File: config.mk
export PLATFORM = sky130hd
export DESIGN_NAME = serv_bufreg_p
export DESIGN_NICKNAME = d
export VERILOG_FILES = /design/src/rtl/serv_bufreg_pkg.sv /design/src/rtl/serv_serial_adder.sv /design/src/rtl/serv_bufreg_p.sv
export SDC_FILE = /design/constraint.sdc
export NUM_CORES = 1
export LEC_CHECK = 0
export ABC_CLOCK_PERIOD_IN_PS = 7060
export BUFFER_PORTS_ARGS = -buffer_cell sky130_fd_sc_hd__buf_2
export CAP_MARGIN = 5
export CORE_ASPECT_RATIO = 1.4
export CORE_UTILIZATION = 25
export DETAILED_ROUTE_END_ITERATION = 16
export SLEW_MARGIN = 10
export SYNTH_ARGS = -nofsm -noshare
export SYNTH_HDL_FRONTEND = slang
export SYNTH_SLANG_ARGS = --single-unit
File: constraint.sdc
create_clock -name i_clk -period 7.06 [get_ports i_clk]
set_input_delay 0.706 -clock i_clk [delete_from_list [all_inputs] [get_ports i_clk]]
set_output_delay 0.706 -clock i_clk [all_outputs]
set_load 0.02 [all_outputs]
File: src/rtl/serv_bufreg_pkg.sv
// Shared encodings and helpers for the serial buffer register.
package serv_bufreg_pkg;

    typedef enum logic [1:0] {
        MODE_ADD = 2'b00,
        MODE_SRL = 2'b01,
        MODE_SRA = 2'b10,
        MODE_RSV = 2'b11
    } mode_e;

    typedef enum logic [1:0] {
        SIZE_BYTE = 2'b00,
        SIZE_HALF = 2'b01,
        SIZE_WORD = 2'b10,
        SIZE_RSV  = 2'b11
    } size_e;

    typedef enum logic [1:0] {
        ST_IDLE  = 2'b00,
        ST_LOAD  = 2'b01,
        ST_SHIFT = 2'b10,
        ST_DONE  = 2'b11
    } state_e;

    // A half access must be 2-byte aligned, a word access 4-byte aligned.
    function automatic logic misalign(input logic [1:0] size, input logic [1:0] lsb);
        logic r;
        r = 1'b0;
        case (size_e'(size))
            SIZE_HALF: r = lsb[0];
            SIZE_WORD: r = |lsb;
            default:   r = 1'b0;
        endcase
        return r;
    endfunction

endpackage

File: src/rtl/serv_serial_adder.sv
// W-bit slice adder with a carry register that links consecutive beats.
module serv_serial_adder #(
    parameter int W = 1
) (
    input  logic         clk,
    input  logic         rst_n,
    input  logic         clr,
    input  logic         en,
    input  logic         first,
    input  logic         clr_lsb,
    input  logic [W-1:0] a,
    input  logic [W-1:0] b,
    output logic [W-1:0] q
);

    logic         carry;
    logic         carry_in;
    logic [W:0]   sum_full;

    // Beat 0 never sees a stale carry; clr_lsb only masks bit 0 of that first beat.
    always_comb begin
        carry_in = first ? 1'b0 : carry;
        sum_full = {1'b0, a} + {1'b0, b} + {{W{1'b0}}, carry_in};
        q        = sum_full[W-1:0];
        if (first && clr_lsb) begin
            q[0] = 1'b0;
        end
    end

    // Carry advances only on enabled beats and is wiped when a pass starts.
    always_ff @(posedge clk) begin
        if (!rst_n) begin
            carry <= 1'b0;
        end else if (clr) begin
            carry <= 1'b0;
        end else if (en) begin
            carry <= sum_full[W];
        end
    end

endmodule

File: src/rtl/serv_bufreg_p.sv
// Buffer register: serial rs1+imm accumulate, optional counted right shift,
// start/valid/ack handshake around the result.
module serv_bufreg_p
    import serv_bufreg_pkg::*;
#(
    parameter int W    = 1,
    parameter int XLEN = 32
) (
    input  logic            i_clk,
    input  logic            i_rst_n,
    input  logic            i_start,
    input  logic [1:0]      i_mode,
    input  logic [4:0]      i_shamt,
    input  logic [1:0]      i_size,
    input  logic            i_en,
    input  logic            i_rs1_en,
    input  logic            i_imm_en,
    input  logic            i_clr_lsb,
    input  logic [W-1:0]    i_rs1,
    input  logic [W-1:0]    i_imm,
    input  logic            i_ack,
    output logic            o_busy,
    output logic            o_valid,
    output logic [W-1:0]    o_q,
    output logic [1:0]      o_lsb,
    output logic [XLEN-1:0] o_dbus_adr,
    output logic [XLEN-1:0] o_ext_rs1,
    output logic            o_misalign
);

    localparam int BEATS = XLEN / W;
    localparam int CNT_W = (BEATS > 1) ? $clog2(BEATS) : 1;

    state_e          state;
    state_e          state_nxt;
    mode_e           mode_r;
    logic [4:0]      shamt_r;
    logic [1:0]      size_r;
    logic [CNT_W-1:0] beat_cnt;
    logic [4:0]      shift_cnt;
    logic [XLEN-1:0] data;
    logic [1:0]      lsb_r;
    logic [1:0]      lsb_nxt;
    logic [W-1:0]    sum;

    logic accept;
    logic load_beat;
    logic shift_beat;
    logic last_beat;
    logic shift_req;
    logic fill;

    assign accept     = i_start && ((state == ST_IDLE) || (state == ST_DONE && i_ack));
    assign load_beat  = (state == ST_LOAD) && i_en;
    assign shift_beat = (state == ST_SHIFT) && i_en;
    assign last_beat  = (beat_cnt == CNT_W'(BEATS - 1));
    assign shift_req  = ((mode_r == MODE_SRL) || (mode_r == MODE_SRA)) && (shamt_r != 5'd0);
    assign fill       = (mode_r == MODE_SRA) ? data[XLEN-1] : 1'b0;

    serv_serial_adder #(.W(W)) u_adder (
        .clk     (i_clk),
        .rst_n   (i_rst_n),
        .clr     (accept),
        .en      (load_beat),
        .first   (beat_cnt == '0),
        .clr_lsb (i_clr_lsb),
        .a       (i_rs1 & {W{i_rs1_en}}),
        .b       (i_imm & {W{i_imm_en}}),
        .q       (sum)
    );

    generate
        if (W == 1) begin : g_lsb_serial
            // With one bit per beat the two low address bits arrive on beats 0 and 1.
            always_comb begin
                lsb_nxt = lsb_r;
                if (beat_cnt == CNT_W'(0)) begin
                    lsb_nxt[0] = sum[0];
                end else if (beat_cnt == CNT_W'(1)) begin
                    lsb_nxt[1] = sum[0];
                end
            end
        end else begin : g_lsb_wide
            // Wider slices deliver both low address bits on beat 0.
            always_comb begin
                lsb_nxt = lsb_r;
                if (beat_cnt == CNT_W'(0)) begin
                    lsb_nxt = sum[1:0];
                end
            end
        end
    endgenerate

    // Phase sequencing: accumulate, optionally shift, then wait for the consumer.
    always_comb begin
        state_nxt = state;
        case (state)
            ST_IDLE:  if (i_start) state_nxt = ST_LOAD;
            ST_LOAD:  if (i_en && last_beat) state_nxt = shift_req ? ST_SHIFT : ST_DONE;
            ST_SHIFT: if (i_en && shift_cnt == 5'd1) state_nxt = ST_DONE;
            ST_DONE:  if (i_ack) state_nxt = i_start ? ST_LOAD : ST_IDLE;
            default:  state_nxt = ST_IDLE;
        endcase
    end

    // State, captured operands, counters and the data word itself.
    always_ff @(posedge i_clk) begin
        if (!i_rst_n) begin
            state     <= ST_IDLE;
            mode_r    <= MODE_ADD;
            shamt_r   <= 5'd0;
            size_r    <= 2'd0;
            beat_cnt  <= '0;
            shift_cnt <= 5'd0;
            data      <= '0;
            lsb_r     <= 2'd0;
        end else begin
            state <= state_nxt;
            if (accept) begin
                mode_r    <= mode_e'(i_mode);
                shamt_r   <= i_shamt;
                size_r    <= i_size;
                beat_cnt  <= '0;
                shift_cnt <= i_shamt;
            end else if (load_beat) begin
                data     <= {sum, data[XLEN-1:W]};
                beat_cnt <= beat_cnt + CNT_W'(1);
                lsb_r    <= lsb_nxt;
            end else if (shift_beat) begin
                data      <= {fill, data[XLEN-1:1]};
                shift_cnt <= shift_cnt - 5'd1;
            end
        end
    end

    assign o_busy     = (state == ST_LOAD) || (state == ST_SHIFT);
    assign o_valid    = (state == ST_DONE);
    assign o_q        = sum;
    assign o_lsb      = lsb_r;
    assign o_dbus_adr = {data[XLEN-1:2], 2'b00};
    assign o_ext_rs1  = data;
    assign o_misalign = (state == ST_DONE) && misalign(size_r, lsb_r);

endmodule

==> results of run 1 <==
layer usage:
metal,share of wire [%],track usage (%),up-vias
li1,-,-,1153
met1,43,12.22,1075
met2,52,19.86,58
met3,3.6,2.143,7
met4,1.5,4.202,0
met5,0,0,-
layout make-up:
| class | instances | area (um^2) | area share [%] |
|---|---|---|---|
| Clock inverter | 1 | 7.507 | 0.2303 |
| Multi-Input combinational cell | 221 | 1321 | 40.54 |
| Tap cell | 141 | 176.4 | 5.413 |
| Clock buffer | 7 | 142.6 | 4.376 |
| Inverter | 12 | 45.04 | 1.382 |
| Sequential cell | 56 | 1121 | 34.40 |
| Timing Repair Buffer | 88 | 445.4 | 13.67 |
worst paths after layout:
check	slack, ps	from	endpoint	cells past startpoint
worst min-delay path	460	o_ext_rs1[0]	o_ext_rs1[0]	2
worst min register to register	460	o_ext_rs1[0]	o_ext_rs1[0]	2
worst max-delay path	3690	beat_cnt[0]	o_q	8
worst max register to register	4600	beat_cnt[0]	o_ext_rs1[31]	9
cells in the mapped netlist (2+ instances only):
cell type / n / area [um^2]
clkbuf_1: 7 / 26.28
nor2b_1: 2 / 12.51
nand4_1: 3 / 18.77
inv_1: 11 / 41.29
dfxtp_1: 56 / 1121
nor3_1: 3 / 15.01
xnor2_1: 4 / 35.03
nand2_1: 100 / 375.4
a21boi_1: 10 / 75.07
o21ai_0: 5 / 25.02
xor2_1: 3 / 26.28
a21boi_0: 33 / 247.7
buf_2: 5 / 25.02
and2_1: 4 / 25.02
buf_4: 32 / 240.2
mux2i_1: 3 / 30.03
a21oi_1: 9 / 45.04
ha_1: 14 / 175.2
nor2_1: 5 / 18.77
stage by stage:
stage / util (%) / std cells / power [uW] / instance area (um^2)
floorplan: - / 335 / 552.3 / 2801
global placement: 28.61 / 518 / 611.3 / 3109
detailed placement: 28.61 / 518 / 618.4 / 3109
CTS: 29.99 / 526 / 879.9 / 3259
global route: 29.99 / 526 / 923.8 / 3259
finish: 29.99 / 526 / 860.7 / 3259
registers in the layout, summed over array words and instances, names as in the netlist:
| signal | count |
|---|---|
| shamt_r | 5 |
| o_lsb | 2 |
| shift_cnt | 5 |
| size_r | 2 |
| o_ext_rs1 | 32 |
| u_adder.carry | 1 |
| mode_r | 2 |
| state | 2 |
| beat_cnt | 5 |
worst max-delay path, stage by stage, from the launching register on:
cell	delay [ps]
dfxtp_1	360
inv_1	80
ha_1	180
or4b_4	480
and2_2	220
fa_1	540
inv_1	50
a31oi_1	250
buf_2	230
power by group through the flow:
stage | logic (uW) | clock network, uW | registers (uW)
2_1_floorplan | 190 | 0 | 362
6_report | 248 | 254 | 359
5_1_grt | 279 | 283 | 362
3_5_place_dp | 253 | 0 | 366
3_3_place_gp | 247 | 0 | 365
4_1_cts | 254 | 267 | 359
kinds of logic (layout without fill, tap and decap cells):
group | Yosys count | count (layout) | share of synthesized area, %
AND/OR/NAND/NOR | 126 | 126 | 19.10
other | 1 | 2 | 0.1340
multiplexers | 3 | 3 | 1.073
buffers and inverters | 58 | 108 | 12.84
AO/OA/AOI/OAI | 68 | 68 | 17.62
XOR/XNOR | 7 | 7 | 2.191
adder cells (fa/ha/maj) | 15 | 15 | 6.977
flip-flops | 56 | 56 | 40.07
==> impl_metrics.csv, run 1 <==
group,metric,value,unit
sta,slew_headroom,47.21,%
routing,drcViolationCount,0,
layout,n_antenna_cell,0,
synthesis,ys_types,44,
placed_design,port-buffer-count,86,
setup_path,crit_path_max_fanout,5,
global_route,grt_pass1_wl,10080,um
sta,hold_viol,0,
setup_path,cp.required,6350,ps
floorplanning,initial_core_util,25.75,%
global_route,grt_pass1_vias,2105,
sta,period_share,47.76,%
synthesis,yosysWarnings,0,
clock_tree,numCtsBuffers,5,
placed_design,gp_congestion,0.8133,
sta,slew_violations,0,
clock_tree,htreeDepth,2,
run_status,outcome,"complete, no violations",
power,ir_drop,0.1746,mV
floorplanning,row_count,45,
flow_run,cap_violations,0,
clock_tree,insertion_delay,290,ps
layout,final_cell_mix,"100 x nand2_1, 86 x buf_2, 56 x dfxtp_1",
routing,drtAntennaViolNets,0,
global_route,antenna_found_initial,0,
synthesis,syn_inst,334,
clock_tree,clockBufferDepth,2,
setup_path,crit_path_end_kind,"output pin",
power,clock_power_share,29.5,%
layout,area_growth,16.50,%
sta,fin_ws,3688,ps
clock_tree,cts_tree,"done",
worst_hold_path,min-delay-path-class,"reg2reg",
sta,setup_violations,0,
global_route,grt_max_degree,54,
setup_path,critical_path_class,"reg2out",
clock_tree,ctsResizeCount,0,
layout,layout-drive-gt1-share,27.01,%
power,power_density,264.1,nW/um^2
floorplanning,die_w,91.41,um
sta,tightest_slew,791.8,ps
synthesis,synth_edf_count,0,
layout,nFillCells,1198,
sta,fin_skew,9.716,ps
layout,fin_nets,418,
clock_tree,cts_hold_buf,0,
synthesis,syn_area_per_cell,8.376,um^2
floorplanning,die_h,127.2,um
power,p_sw,294.5,uW
global_route,grt-ovfl-total,0,
power,swShare,34.22,%
synthesis,async_flop_share,0,%
placed_design,dpl.hpwl,4430,um
synthesis,ys_seq_area_share,40.07,%
global_route,grt_use_total,10.83,%
synthesis,ys_ff_latch,56,
power,leakagePower,0.001414,uW
sta,holdWs,463.5,ps
sta,rsz0062_at_grt,"false",
routing,avgRoutedWirePerCell,11.50,um
clock_tree,post_cts_buffers,0,
synthesis,ys.flop_type,"dfxtp_1",
sta,max_freq,296.5,MHz
clock_tree,cts.sinks,56,
routing,dr.pass1.iters,4,
power,p_seq_share,41.7,%
clock_tree,clkTransAtPathRegs,70,ps
sta,fin_tns_setup,0,ps
clock_tree,clockRootBuffer,"clkbuf_16",
routing,routed_wl,6051,um
power,p_int,566.2,uW
routing,vias,2293,
synthesis,syn_area,2798,um^2
routing,drt_iter0_drc,53,
routing,vias_per_cell,4.359,
layout,final_common_cell,"nand2_1",
setup_path,worstPathArrival,2670,ps
floorplanning,core-area,10870,um^2
setup_path,crit_path_start_kind,"flip-flop",
floorplanning,io_pins,89,
power,combPwrFrac,28.8,%
placed_design,dp_slack,4001,ps
floorplanning,die_area,11620,um^2
sta,period_needed,3372,ps
No activity file was read; power rests on OpenSTA's default activity.
==> run 2: changes to the inputs <==
ABC_CLOCK_PERIOD_IN_PS = 2800   (was 7060)
clock period = 2.8 ns   (was 7.06 ns; I/O delays follow)
==> run 2 against run 1 <==
  * Clock-buffer cell count is 1 lower
  * Via count up 0.92%
  * Sequential cell count unchanged
  * Sequential share of layout area is 0.67 points lower
  * Non-clock buffer count increased by 4
  * Wire length grew 2.8%
  * Total power rose to 2.7 times the previous value
  * Hold slack got worse by 230 ps
  * Combinational power grew to 2.6 times the previous value
==> impl_metrics.csv, run 2 (synthesis results as in run 1) <==
group,metric,value,unit
sta,fin_ws,101.0,ps
global_route,grt-busiest-layer,"met2",
sta,slew_violations,0,
layout,stdcell_area,3332,um^2
placed_design,dpl.hpwl,4451,um
routing,drt_iter0_drc,54,
global_route,gr-usage-met2,20.57,%
setup_path,worstPathArrival,2420,ps
floorplanning,die_w,91.41,um
sta,max_freq,370.5,MHz
sta,fin_tns_setup,0,ps
power,clock_power_share,32.6,%
clock_tree,clockBufferDepth,2,
clock_tree,clkTransAtPathRegs,70,ps
placed_design,gp_congestion,0.8064,
setup_path,reg2reg_depth,11,
power,power_density,685.5,nW/um^2
worst_hold_path,holdPathStages,3,
floorplanning,initial_core_util,25.75,%
worst_hold_path,holdPathEnd,"mode_r[0]",
setup_path,timing.rr.start,"beat_cnt[0]",
sta,tightest_slew,642.8,ps
setup_path,rr_endpoint,"o_ext_rs1[31]",
routing,drtAntennaViolNets,0,
global_route,grt_pass1_vias,2211,
layout,n_antenna_cell,0,
sta,period_needed,2699,ps
placed_design,port-buffer-count,86,
floorplanning,die_h,127.2,um
routing,vias,2314,
clock_tree,numCtsBuffers,5,
sta,holdWs,229.0,ps
layout,area_growth,19.10,%
setup_path,critical_path_class,"reg2out",
clock_tree,clockRootBuffer,"clkbuf_16",
setup_path,r2r_slack,370,ps
clock_tree,cts_tree,"done",
layout,fin_nets,422,
sta,hold_viol,0,
global_route,grt_pass1_wl,10300,um
setup_path,crit_path_start_kind,"flip-flop",
layout,nFillCells,1183,
worst_hold_path,hold_start,"i_mode[0]",
layout,final_common_cell,"nand2_1",
global_route,grt_max_degree,36,
global_route,grt_use_total,11.00,%
floorplanning,row_count,45,
setup_path,cp.required,2520,ps
routing,drcViolationCount,0,
power,p_seq_share,39.6,%
global_route,antenna_found_initial,0,
run_status,outcome,"complete, no violations",
layout,largest_reg_flops,32,
floorplanning,core-area,10870,um^2
power,swShare,33.10,%
global_route,grt_util_met3,1.905,%
power,totalPowerFinal,2284,uW
layout,final_cell_mix,"100 x nand2_1, 85 x buf_2, 54 x dfxtp_1",
worst_hold_path,min-delay-path-class,"in2reg",
clock_tree,cts_hold_buf,0,
floorplanning,die_area,11620,um^2
power,leakagePower,0.001452,uW
routing,avgRoutedWirePerCell,11.73,um
sta,setup_violations,0,
setup_path,crit_path_end_kind,"output pin",
routing,routed_wl,6219,um
power,ir_drop,0.3597,mV
clock_tree,cts.sinks,56,
floorplanning,io_pins,89,
sta,period_share,96.39,%
routing,dr.pass1.iters,4,
power,p_int,1528,uW
power,combPwrFrac,27.8,%
placed_design,place_area,3124,um^2
setup_path,crit_path_max_fanout,5,
routing,vias_per_cell,4.366,
sta,slew_headroom,56.99,%
global_route,grt-ovfl-total,0,
global_route,met1_usage,12.08,%
clock_tree,insertion_delay,290,ps
sta,fin_skew,3.824,ps
flow_run,cap_violations,0,
clock_tree,htreeDepth,2,
layout,layout-drive-gt1-share,29.31,%
placed_design,dp_slack,263.5,ps
setup_path,critPathLaunch,"beat_cnt[0]",
power,p_sw,756.0,uW
sta,rsz0062_at_grt,"false",
==> run 2: worst max path at each step <==
stage | cells past startpoint | to | slack (ps)
floorplan | 9 | o_lsb[0] | 240
finish | 8 | o_q | 100
global placement | 8 | o_q | 280
CTS | 8 | o_q | 10
global route | 8 | o_q | 10
detailed placement | 8 | o_q | 260
==> run 2: power groups by stage <==
stage,sequential [uW],clock [uW],combinational (uW)
2_1_floorplan,912,0,480
3_3_place_gp,920,0,625
3_5_place_dp,921,0,638
4_1_cts,905,779,648
5_1_grt,915,805,714
6_report,905,745,635
==> run 2: cell type report <==
cell class	count	area, um^2	share of cell area [%]
repair buffers	92	478.0	14.34
flip-flops and latches	56	1124	33.72
clock buffers	6	138.9	4.168
clock inverters	2	38.79	1.164
multi-input cells	221	1331	39.95
well taps	141	176.4	5.295
inverters	12	45.04	1.352
==> run 2: timing repair <==
item / CTS / global route
buffers inserted: 2 / 0
pin swaps: 1 / 0
endpoints found under the setup margin: 1 / 1
gates resized for setup: 5 / 2
==> run 2: worst max-delay path: stages, from the launching register on <==
cell and delay [ps]:
dfxtp_2 350, inv_1 60, ha_2 160, or4b_4 460, and2_4 180, fa_1 530
inv_1 60, a31oi_2 160, buf_4 170
==> run 2: through the flow <==
step,utilization [%],cells
finish,30.66,530
global route,30.66,530
CTS,30.65,530
detailed placement,28.75,520
global placement,28.75,520
floorplan,-,335
==> run 2: routing by layer <==
metal | routed length, um | vias up
met2 | 3192 | 67
met1 | 2664 | 1078
met5 | 0 | -
met4 | 125 | 0
li1 | - | 1159
met3 | 236 | 10
